<file path="src/rtl/tropical_pkg.sv">
// Shared min-plus definitions used by the tropical ALU and the matrix-vector sequencer.
package tropical_pkg;

    localparam int unsigned N    = 4;
    localparam int unsigned W    = 32;
    localparam int unsigned IDXW = 2;

    // Canonical infinity: all ones (bit W-1 set marks any value as infinite)
    localparam logic [W-1:0] INF = {W{1'b1}};

    typedef enum logic [1:0] {
        IDLE = 2'd0,
        ACC  = 2'd1,
        OUT  = 2'd2,
        DONE = 2'd3
    } state_t;

endpackage

</file>
<file path="src/rtl/tropical_op_unit.sv">
// Fused accumulator update: result = OPLUS(acc, OTIMES(a, b)), bit-exact with the tropical ALU.
module tropical_op_unit
    import tropical_pkg::*;
(
    input  logic [W-1:0] acc,
    input  logic [W-1:0] a,
    input  logic [W-1:0] b,
    output logic [W-1:0] result_c
);

    logic [W-2:0] sum_c;
    logic [W-1:0] prod_c;

    // OTIMES: infinity absorbs; finite sum wraps with the infinity bit forced clear
    always_comb begin
        sum_c  = a[W-2:0] + b[W-2:0];
        prod_c = {1'b0, sum_c};
        if (a[W-1] || b[W-1]) begin
            prod_c = INF;
        end
    end

    // OPLUS: infinity is the identity, otherwise unsigned minimum
    always_comb begin
        result_c = acc;
        if (acc[W-1]) begin
            result_c = prod_c;
        end else if (!prod_c[W-1] && (prod_c < acc)) begin
            result_c = prod_c;
        end
    end

endmodule

</file>
<file path="src/rtl/tropical_mv_sequencer.sv">
// Row-by-row min-plus matrix-vector product y = A (x) x with valid/ready result streaming.
module tropical_mv_sequencer
    import tropical_pkg::*;
(
    input  logic            clk,
    input  logic            rst_n,
    input  logic            load_en,
    input  logic            load_sel,
    input  logic [IDXW-1:0] load_row,
    input  logic [IDXW-1:0] load_col,
    input  logic [W-1:0]    load_data,
    input  logic            start,
    output logic            busy,
    output logic            done,
    output logic            y_valid,
    input  logic            y_ready,
    output logic [IDXW-1:0] y_idx,
    output logic [W-1:0]    y_data
);

    state_t          state;
    logic [IDXW-1:0] row;
    logic [IDXW-1:0] col;
    logic [W-1:0]    acc;
    logic [W-1:0]    acc_next_c;

    logic [W-1:0]    a_buf [N][N];
    logic [W-1:0]    x_buf [N];

    tropical_op_unit u_op (
        .acc      (acc),
        .a        (a_buf[row][col]),
        .b        (x_buf[col]),
        .result_c (acc_next_c)
    );

    // Operand buffers: writable only while idle and not launching; contents survive reset
    always_ff @(posedge clk) begin
        if (rst_n && load_en && (state == IDLE) && !start) begin
            if (load_sel) begin
                x_buf[load_col] <= load_data;
            end else begin
                a_buf[load_row][load_col] <= load_data;
            end
        end
    end

    // Schedule FSM with row/column counters, accumulator and registered result port
    always_ff @(posedge clk) begin
        if (!rst_n) begin
            state   <= IDLE;
            busy    <= 1'b0;
            done    <= 1'b0;
            y_valid <= 1'b0;
            y_idx   <= '0;
            y_data  <= '0;
            row     <= '0;
            col     <= '0;
            acc     <= INF;
        end else begin
            case (state)
                IDLE: begin
                    done <= 1'b0;
                    if (start) begin
                        state <= ACC;
                        busy  <= 1'b1;
                        row   <= '0;
                        col   <= '0;
                        acc   <= INF;
                    end
                end
                ACC: begin
                    acc <= acc_next_c;
                    col <= IDXW'(col + 1'b1);
                    if (col == IDXW'(N - 1)) begin
                        state   <= OUT;
                        y_valid <= 1'b1;
                        y_data  <= acc_next_c;
                        y_idx   <= row;
                    end
                end
                OUT: begin
                    if (y_ready) begin
                        y_valid <= 1'b0;
                        if (row == IDXW'(N - 1)) begin
                            state <= DONE;
                            done  <= 1'b1;
                        end else begin
                            state <= ACC;
                            row   <= IDXW'(row + 1'b1);
                            col   <= '0;
                            acc   <= INF;
                        end
                    end
                end
                DONE: begin
                    state <= IDLE;
                    done  <= 1'b0;
                    busy  <= 1'b0;
                end
                default: begin
                    state <= IDLE;
                end
            endcase
        end
    end

endmodule

</file>
<file path="config.mk">
export PLATFORM = sky130hd
export DESIGN_NAME = tropical_mv_sequencer
export DESIGN_NICKNAME = d
export VERILOG_FILES = /design/src/rtl/tropical_pkg.sv /design/src/rtl/tropical_op_unit.sv /design/src/rtl/tropical_mv_sequencer.sv
export SDC_FILE = /design/constraint.sdc
export NUM_CORES = 1
export LEC_CHECK = 0
export ABC_AREA = 0
export BUFFER_PORTS_ARGS = -buffer_cell sky130_fd_sc_hd__buf_2
export CORE_MARGIN = 3
export CORE_UTILIZATION = 62
export DETAILED_ROUTE_END_ITERATION = 6
export PLACE_DENSITY_LB_ADDON = 0.15
export RECOVER_POWER = 25
export SLEW_MARGIN = 10
export SYNTH_ARGS = -nofsm -noshare
export SYNTH_HDL_FRONTEND = slang
export SYNTH_SLANG_ARGS = --single-unit
</file>
<file path="constraint.sdc">
create_clock -name clk -period 7.3 [get_ports clk]
set_input_delay 1.095 -clock clk [delete_from_list [all_inputs] [get_ports clk]]
set_output_delay 1.095 -clock clk [all_outputs]
set_load 0.03 [all_outputs]
</file>
==> results of run 1 <==
## state kept, by name, indices dropped and copies added (netlist names), named ones only
name / cells
a_buf: 512
x_buf: 128
acc: 32
y_data: 32
col: 2
row: 2
state: 2
y_idx: 2
busy: 1
done: 1
y_valid: 1
## layer usage
metal | up-vias | track usage [%]
li1 | 6787 | -
met1 | 8192 | 40.72
met2 | 761 | 44.58
met3 | 114 | 4.587
met4 | 0 | 11.06
met5 | - | 0
## where the power goes
part / switching, mW / internal [mW] / total [mW]
clock: 1.50 / 2.12 / 3.63
sequential: 0.0516 / 4.52 / 4.58
combinational: 1.07 / 0.743 / 1.82
## worst max-delay path, stage by stage, from the launching register on
cell       delay, ps
dfxtp_4          370
buf_12           210
buf_12           310
mux4_2           530
mux4_2           530
ha_1             410
a21oi_1          310
o21ai_0          230
a211oi_1         480
a211oi_2         220
a31o_2           320
mux2i_1          250
inv_1            100
ha_1             300
and3_1           180
a221o_1          350
a2bb2oi_1        140
nor4b_1          250
a31o_2           240
buf_12           270
nor2_1            90
o21ai_2          140
buf_4            290
a2bb2oi_1        190
## cell usage in the layout, fill, tap and decap left out, types with 28 or more instances in the layout
master	netlist	layout
clkbuf_1	47	38
o22a_1	28	28
inv_1	48	48
nand2_1	90	90
clkbuf_16	0	74
dfxtp_1	79	73
ha_1	68	68
buf_2	7	55
nor2_1	58	45
o21ai_0	49	48
mux4_2	190	190
buf_4	5	39
edfxtp_1	640	640
a21oi_1	57	57
## worst paths after layout
| path | start | endpoint | slack [ps] | cells past startpoint |
|---|---|---|---|---|
| worst max-delay path | flip-flop | acc[28] | 480 | 23 |
| worst min-delay path | y_data[7] | y_data[7] | 450 | 2 |
| worst max register to register | flip-flop | acc[28] | 480 | 23 |
| worst min register to register | y_data[7] | y_data[7] | 450 | 2 |
## area by class of cell
class	instances	area, sq um
timing repair buffer	126	825.8
multi-input combinational	766	8287
tap	607	759.5
sequential	719	20810
clock inverter	41	401.6
inverter	49	186.4
fill	2869	13560
clock buffer	90	1922
## per-stage QoR
stage	power (mW)	util [%]
2_1_floorplan	5.894	-
3_3_place_gp	6.398	66.06
3_5_place_dp	6.432	66.06
4_1_cts	10.05	71.03
5_1_grt	10.40	71.00
6_report	10.02	71.00
## logic make-up after synthesis
kind of cell               share of synthesized area (%)
muxes                                              14.81
and+or+nand+nor                                    3.909
adders and majority gates                          2.957
DFF                                                70.63
buffers and inverters                              1.721
AOI/OAI and AO/OA                                  5.413
xor gates and xnor gates                          0.5651
==> results.md, run 1 <==
- Total core area: 46750 sq um
- Syn Inst Count: 1610
- Crit Path Class: reg2reg
- Wire per inst: 28.83 um
- Final setup vio count: 0
- Final hold violation count: 0
- Final worst slack: 481.3 ps
- Full die area: 50150 sq um
- Met1 wire length: 27790 um
- EDFF count, synth: 640
- Top_reg_cell synth: edfxtp_1
- Antenna Cells: 0
- Initial core utilization: 62.99%
- IO buf count: 78
- Vias post-DR: 15.85k
- Remaining Overflow, GRT: 0
- Met2 routed wirelength: 33510 um
- Crit. End Element: flip-flop
- Detailed Route WL: 69150 um
- Fin crit period: 6819 ps
- Leading area contributor after synthesis: edfxtp_1
- Worst skew pair latency: 610 ps
- Final instance area: 33190 sq um
- WL met3: 5264 um
- Synth-to-layout area growth: 12.72%
- Synth top cells by count: edfxtp_1, mux4_2, nand2_1
- Largest cells by area after synthesis: edfxtp_1, mux4_2, dfxtp_1
- Hold_buf cts: 0
- Synthesized area: 29450 sq um
- Leakage Power: 11.11 nW
- Vias per inst: 6.611
- Drt first-iter violations: 1779
- TritonCTS clock tree: yes
- Die width: 223.9 um
- F_max: 146.7 MHz
- Mean Syn Cell Area: 18.29 sq um
- Synth warn: 0
- Area fraction of the dominant cell type after synthesis: 65.26%
- Hold slack: 445.9 ps
- Register area share after synthesis: 70.63%
- Area of placed instances: 30880 sq um
- Most frequent cell after synthesis: edfxtp_1
- First-pass iteration count of the detailed router: 6
- Nets: 1845
- Cell variety after synth: 65
- Top routing layer used: met4
- CP required: 7830 ps
- Max-Cap Viols: 0
- Layout cells sized above 1: 24.40%
- Clock tree buffer depth: 3
- Startpoint types: flip-flop
- First-pass GRT wire length: 102100 um
- Power Dens Cells: 301.8 nW/um^2
- Max IR drop VDD: 0.2078 mV
- Worst slew pin tran: 974.0 ps
- Worst-path clk slew: 60 ps
- Status: complete, no violations
- Worst hold path type: reg2reg
- Number of global-route vias before repair: 15.60k
- All-Layer GR Usage: 28.27%
- Slew Limit Headroom: 34.91%
- Root Buffer: clkbuf_16
- Post-CTS Resized: 0
- Share of synthesized registers carrying an async set or reset: 0%
- Place WS: 272.6 ps
- Critical Path AT: 7350 ps
- H-Tree Depth: 3
- Setup Skew: 24.35 ps
- CTS Buf Count: 72
- Setup bufs post-CTS: 0
- Largest net degree at the start of global routing: 62
- Post-Route Setup TNS: 0 ps
- DR DRC count: 0
- Period utilisation layout: 93.41%
- Layout Cells excl Fill: 2398
- I/O Pins: 79
- GP Congestion: 0.9390
- Initial antenna violation count: 4
- Row cnt: 79
- Final HPWL DP: 38700 um
- Mapped Nets: 1721
- Fin. max-slew vios: 0
- Chip height: 223.9 um
- #FFs+latches synth: 719
- Worst Path Max Fanout: 61
- Sink Count: 719
- DP Cell Count: 2267
- Antenna-violating nets left: 0
Note: power is estimated with default switching activity, not from simulation.
==> inputs of run 2 (changes only) <==
==> constraint.sdc (replaced) <==
create_clock -name clk -period 7.2 [get_ports clk]
set_input_delay 1.08 -clock clk [delete_from_list [all_inputs] [get_ports clk]]
set_output_delay 1.08 -clock clk [all_outputs]
set_load 0.03 [all_outputs]
==> results.md, run 2 (same netlist as run 1, synthesis figures left out) <==
- Status: complete, no violations (unchanged)
- Final core utilization: 70.74% (was 71.00%)
- CP required: 7680 ps (was 7830 ps)
- Nets: 1859 (was 1845)
- Final instance area: 33080 sq um (was 33190 sq um)
- Cell repeated most along the worst path: buf_4 (was buf_12)
- Worst slew pin tran: 961.7 ps (was 974.0 ps)
- Critical Path Max Stage Delay: 710 ps (was 530 ps)
- Total core area: 46750 sq um (unchanged)
- Largest Register: a_buf (unchanged)
- Final setup vio count: 0 (unchanged)
- Number of flip-flops in the largest register: 512 (unchanged)
- DR DRC count: 0 (unchanged)
- Met1 usage: 41.02% (was 40.72%)
- Synth-to-layout area growth: 12.31% (was 12.72%)
- Max IR drop VDD: 0.2083 mV (was 0.2078 mV)
- Fin. max-slew vios: 0 (unchanged)
- Clock tree buffer depth: 3 (unchanged)
- Biggest regs: a_buf: 512 flops, x_buf: 128 flops (unchanged)
- Vias per inst: 6.555 (was 6.611)
- Critical Path AT: 7090 ps (was 7350 ps)
- Most Used Layer, Global Route: met2 (unchanged)
- All-Layer GR Usage: 27.69% (was 28.27%)
- Remaining Overflow, GRT: 0 (unchanged)
- Worst-path cell chain: buf_4 > mux4_2 > mux4_2 > ha_1 > nand3_1 > a211oi_1 > a211oi_1 > buf_4 > a2111oi_0 > o21ai_0 > mux2i_1 > nand4_1 > ha_1 > a221o_1 > a2bb2oi_1 > nor4b_1 > a31o_2 > nand2_1 > buf_4 > o22a_1 (was buf_12 > buf_12 > mux4_2 > mux4_2 > ha_1 > a21oi_1 > o21ai_0 > a211oi_1 > a211oi_2 > a31o_2 > mux2i_1 > inv_1 > ha_1 > and3_1 > a221o_1 > a2bb2oi_1 > nor4b_1 > a31o_2 > buf_12 > nor2_1 > o21ai_2 > buf_4 > a2bb2oi_1)
- Layout Cells excl Fill: 2404 (was 2398)
- Chip height: 223.9 um (unchanged)
- Antenna-violating nets left: 0 (unchanged)
- Root Buffer: clkbuf_16 (unchanged)
- Layout cells sized above 1: 24.67% (was 24.40%)
- Period utilisation layout: 91.93% (was 93.41%)
- Leakage Power: 11.09 nW (was 11.11 nW)
- Die width: 223.9 um (unchanged)
- Multi-input logic area: 8283 sq um (was 8287 sq um)
- CTS Buf Count: 71 (was 72)
- Post-Route Setup TNS: 0 ps (unchanged)
- Number of global-route vias before repair: 15.79k (was 15.60k)
- Met2 usage: 42.01% (was 44.58%)
- Hold slack: 454.7 ps (was 445.9 ps)
- Final HPWL DP: 38800 um (was 38700 um)
- Final hold violation count: 0 (unchanged)
- Area of placed instances: 30970 sq um (was 30880 sq um)
- F_max: 151.1 MHz (was 146.7 MHz)
- Place WS: 430.2 ps (was 272.6 ps)
- TritonCTS clock tree: yes (unchanged)
- Final worst slack: 581.1 ps (was 481.3 ps)
- Initial core utilization: 62.99% (unchanged)
- Power Dens Cells: 298.1 nW/um^2 (was 301.8 nW/um^2)
- Storage element area: 20810 sq um (unchanged)
- DP Cell Count: 2282 (was 2267)
- Largest net degree at the start of global routing: 34 (was 62)
- Setup bufs post-CTS: 0 (unchanged)
- Worst skew pair latency: 600 ps (was 610 ps)
- GP Congestion: 0.9019 (was 0.9390)
- Slew Limit Headroom: 35.73% (was 34.91%)
- Sink Count: 719 (unchanged)
- H-Tree Depth: 3 (unchanged)
- First-pass GRT wire length: 101100 um (was 102100 um)
- Crit. End Element: flip-flop (unchanged)
- Fin crit period: 6619 ps (was 6819 ps)
- First-pass iteration count of the detailed router: 7 (was 6)
- Vias post-DR: 15.76k (was 15.85k)
- Grt met3 use: 4.691% (was 4.587%)
- Total power: 9.858 mW (was 10.02 mW)
- Wire per inst: 28.00 um (was 28.83 um)
- Unrepaired setup endpoints after global routing: false
- Startpoint types: flip-flop (unchanged)
- IO buf count: 78 (unchanged)
- Slowest CP cell: a2111oi_0 (was mux4_2)
- FILL cells: 2882 (was 2869)
- Worst hold path type: reg2reg (unchanged)
- Setup Skew: 26.26 ps (was 24.35 ps)
- Commonest non-fill, non-tap cell in the layout: edfxtp_1 (unchanged)
- Detailed Route WL: 67310 um (was 69150 um)
- Max-Cap Viols: 0 (unchanged)
- I/O Pins: 79 (unchanged)
- Row cnt: 79 (unchanged)
- Initial antenna violation count: 1 (was 4)
- Full die area: 50150 sq um (unchanged)
- Commonest non-fill, non-tap cells in the layout: edfxtp_1, mux4_2, nand2_1, clkbuf_16, dfxtp_1 (unchanged)
- Worst Path Max Fanout: 17 (was 61)
- Drt first-iter violations: 1781 (was 1779)
- Worst-path clk slew: 60 ps (about the same)
- Crit Path Class: reg2reg (unchanged)
[run 2: cell count changes in the layout (fill, tap and decap cells not counted), moves of 3 or more]
cell,change
buf_4,+18
bufinv_16,-6
clkinv_1,-4
buf_2,+3
clkbuf_8,+3
[run 2: layout make-up]
| type | instances | share of cell area, % |
|---|---|---|
| Antenna cell | 1 | 0.007566 |
| Timing Repair Buffer | 141 | 2.761 |
| Inverter | 49 | 0.5636 |
| Multi-Input combinational cell | 766 | 25.04 |
| Tap cell | 607 | 2.296 |
| Clock buffer | 98 | 5.992 |
| Sequential cell | 719 | 62.92 |
| Clock inverter | 23 | 0.4123 |
[run 2: path summary, 6_finish.rpt]
path | start | endpoint | slack (ps) | cells after the start
setup / recovery | flip-flop | acc[6] | 580 | 20
setup reg to reg | flip-flop | acc[6] | 580 | 20
hold / removal | y_data[1] | y_data[1] | 450 | 2
hold reg to reg | y_data[1] | y_data[1] | 450 | 2
[run 2: repair_timing]
item                       CTS  global route
hold buffers                 0             0
setup endpoints to repair    0            23
gates resized for setup      0             1
[run 2: per-layer routing]
metal / vias to the layer above / part of all wire [%] / routed length (um)
met3: 119 / 7.8 / 5239
met4: 0 / 4.1 / 2753
met1: 8141 / 41 / 27850
met5: - / 0 / 0
li1: 6806 / - / -
met2: 693 / 47 / 31470
[run 2: report_power, final]
group          total (mW)  internal [mW]  switching [mW]
sequential           4.65           4.59          0.0664
clock                3.42           1.95            1.46
combinational        1.79          0.757            1.03
[run 2: worst max-delay path, delay by kind of cell, from the launching register on]
family	cells	cell delay, ps
compound gates	8	2250
mux	3	1320
buf+inv	3	860
simple gates	4	830
fa+ha+maj	2	660
flops	1	520
==> inputs of run 3 (changes only) <==
--- a/config.mk
+++ b/config.mk
@@ -7,8 +7,10 @@
 export LEC_CHECK = 0
 export ABC_AREA = 0
 export BUFFER_PORTS_ARGS = -buffer_cell sky130_fd_sc_hd__buf_2
+export CORE_ASPECT_RATIO = 1.5
 export CORE_MARGIN = 3
 export CORE_UTILIZATION = 62
+export CTS_BUF_LIST = sky130_fd_sc_hd__clkbuf_16
 export DETAILED_ROUTE_END_ITERATION = 6
 export PLACE_DENSITY_LB_ADDON = 0.15
 export RECOVER_POWER = 25
==> results.md, run 3 (same netlist as run 1, synthesis figures left out) <==
- Nets: 1854 (was 1859)
- Largest net degree at the start of global routing: 51 (was 34)
- Logic pwr share: 18.7% (was 18.1%)
- Detailed Route WL: 68180 um (was 67310 um)
- TritonCTS clock tree: yes (unchanged)
- Synth-to-layout area growth: 12.16% (was 12.31%)
- Final hold violation count: 0 (unchanged)
- Number of global-route vias before repair: 15.86k (was 15.79k)
- DR DRC count: 1 (was 0)
- First-pass iteration count of the detailed router: 7 (unchanged)
- Power Dens Cells: 297.8 nW/um^2 (was 298.1 nW/um^2)
- Worst hold path type: reg2reg (unchanged)
- Final HPWL DP: 38800 um (about the same)
- DP Cell Count: 2256 (was 2282)
- Status: complete, but fails checks (was complete, no violations)
- Wire per inst: 28.58 um (was 28.00 um)
- Flop pwr share: 47.2% (about the same)
- Worst-path clk slew: 60 ps (about the same)
- Chip height: 272.9 um (was 223.9 um)
- Top routing layer used: met4 (unchanged)
- Antenna Cells: 0 (was 1)
- All-Layer GR Usage: 27.75% (was 27.69%)
- Crit Path Class: reg2reg (unchanged)
- Drt first-iter violations: 1615 (was 1781)
- First-pass GRT wire length: 101300 um (was 101100 um)
- Number of flip-flops in the largest register: 512 (unchanged)
- Post-Route Setup TNS: 0 ps (unchanged)
- Failing checks: DRC
- Final core utilization: 70.51% (was 70.74%)
- Total core area: 46850 sq um (was 46750 sq um)
- WL met3: 5107 um (was 5239 um)
- Final setup vio count: 0 (unchanged)
- CTS Buf Count: 67 (was 71)
- Commonest non-fill, non-tap cells in the layout: edfxtp_1, mux4_2, nand2_1, dfxtp_1, ha_1 (was edfxtp_1, mux4_2, nand2_1, clkbuf_16, dfxtp_1)
- Antenna-violating nets left: 0 (unchanged)
- Hold slack: 445.9 ps (was 454.7 ps)
- Remaining Overflow, GRT: 0 (unchanged)
- Biggest regs: a_buf: 512 flops, x_buf: 128 flops (unchanged)
- Root Buffer: clkbuf_16 (unchanged)
- Startpoint types: flip-flop (unchanged)
- Commonest non-fill, non-tap cell in the layout: edfxtp_1 (unchanged)
- Total power: 9.836 mW (was 9.858 mW)
- Fin crit period: 6857 ps (was 6619 ps)
- Critical Path AT: 7290 ps (was 7090 ps)
- Full die area: 50200 sq um (was 50150 sq um)
- Largest Register: a_buf (unchanged)
- H-Tree Depth: 3 (unchanged)
- P_int: 7.202 mW (was 7.295 mW)
- I/O Pins: 79 (unchanged)
- Initial antenna violation count: 1 (unchanged)
- Period utilisation layout: 95.23% (was 91.93%)
- Setup Skew: 32.33 ps (was 26.26 ps)
- Fin. max-slew vios: 0 (unchanged)
- Area of placed instances: 30870 sq um (was 30970 sq um)
- Final worst slack: 343.2 ps (was 581.1 ps)
- Switching power: 2.634 mW (was 2.563 mW)
- Sw Ratio: 26.78% (was 26.00%)
- Unrepaired setup endpoints after global routing: false (unchanged)
- Layout Cells excl Fill: 2386 (was 2404)
- Clock tree buffer depth: 3 (unchanged)
- Place WS: 60.58 ps (was 430.2 ps)
- Die width: 184.0 um (was 223.9 um)
- Final instance area: 33030 sq um (was 33080 sq um)
- Sink Count: 719 (unchanged)
- Clock network power share: 34.1% (was 34.7%)
- Vias per inst: 6.610 (was 6.555)
- Met1 wire length: 25170 um (was 27850 um)
- F_max: 145.8 MHz (was 151.1 MHz)
- GP Congestion: 0.9718 (was 0.9019)
- Slew Limit Headroom: 17.49% (was 35.73%)
- Vias post-DR: 15.77k (was 15.76k)
- CP required: 7630 ps (was 7680 ps)
- Worst slew pin tran: 1238 ps (was 961.7 ps)
- Leakage Power: 11.13 nW (was 11.09 nW)
- Met2 routed wirelength: 35460 um (was 31470 um)
- Max-Cap Viols: 0 (unchanged)
- Worst skew pair latency: 600 ps (about the same)
- IO buf count: 78 (unchanged)
- Initial core utilization: 62.86% (was 62.99%)
- Worst Path Max Fanout: 50 (was 17)
- Layout cells sized above 1: 24.55% (was 24.67%)
- Crit. End Element: flip-flop (unchanged)
- Row cnt: 97 (was 79)
- Max IR drop VDD: 0.2415 mV (was 0.2083 mV)
[run 3: cell types whose count changed in the layout (fill, tap and decap cells not counted), moves of 2 or more]
| cell | change |
|---|---|
| buf_2 | -3 |
| buf_4 | -4 |
| bufinv_16 | +3 |
| clkbuf_1 | -17 |
| clkbuf_16 | -7 |
| clkbuf_8 | -4 |
| clkinvlp_4 | -2 |
| inv_1 | +16 |
| inv_6 | +6 |
[run 3: path summary, 6_finish.rpt]
check	startpoint	to	slack [ps]	depth (start not counted)
max	flip-flop	y_data[11]	340	21
min	y_data[8]	y_data[8]	450	2
max reg2reg	flip-flop	y_data[11]	340	21
min reg2reg	y_data[8]	y_data[8]	450	2
[run 3: repair_timing]
action | in CTS | in global routing
hold buffers | 0 | 0
endpoints found under the setup margin | 0 | 57
resized for setup | 0 | 4
buffers inserted | 0 | 12
[run 3: final cells by class]
type / instances / area (sq um)
Sequential cell: 719 / 20810
Multi-Input combinational cell: 766 / 8285
Inverter: 49 / 186.4
Clock inverter: 51 / 387.9
Clock buffer: 67 / 1677
Timing Repair Buffer: 140 / 938.4
Tap cell: 594 / 743.2
Fill cell: 2923 / 13820
[run 3: worst max-delay path, cell delays in order (launching register included)]
cell and delay, ps:
dfxtp_4 500, buf_16 300, mux4_2 590, mux4_2 530, ha_1 330, a211oi_1 300
o211ai_1 240, and4_1 320, o41ai_2 380, o21ai_0 190, xnor2_1 240, nand2_1 160
ha_1 390, and3_1 190, a221oi_1 360, a2bb2oi_1 210, nor4b_1 300, a31o_2 360
buf_12 270, nor2_1 60, a21oi_1 290, o21ai_0 140
[run 3: power by group through the flow]
stage                     sequential (mW)  combinational (mW)  clock (mW)
after floorplan                      4.70                1.27           0
after global placement               4.73                1.75           0
after detailed placement             4.74                1.79           0
after CTS                            4.65                1.80        3.42
after global routing                 4.65                1.98        3.58
final                                4.65                1.83        3.35
[run 3: layer usage]
| metal | track usage, % | vias up |
|---|---|---|
| met5 | 0 | - |
| met4 | 9.914 | 0 |
| met3 | 4.674 | 143 |
| met2 | 47.36 | 713 |
| met1 | 36.50 | 8123 |
| li1 | - | 6793 |
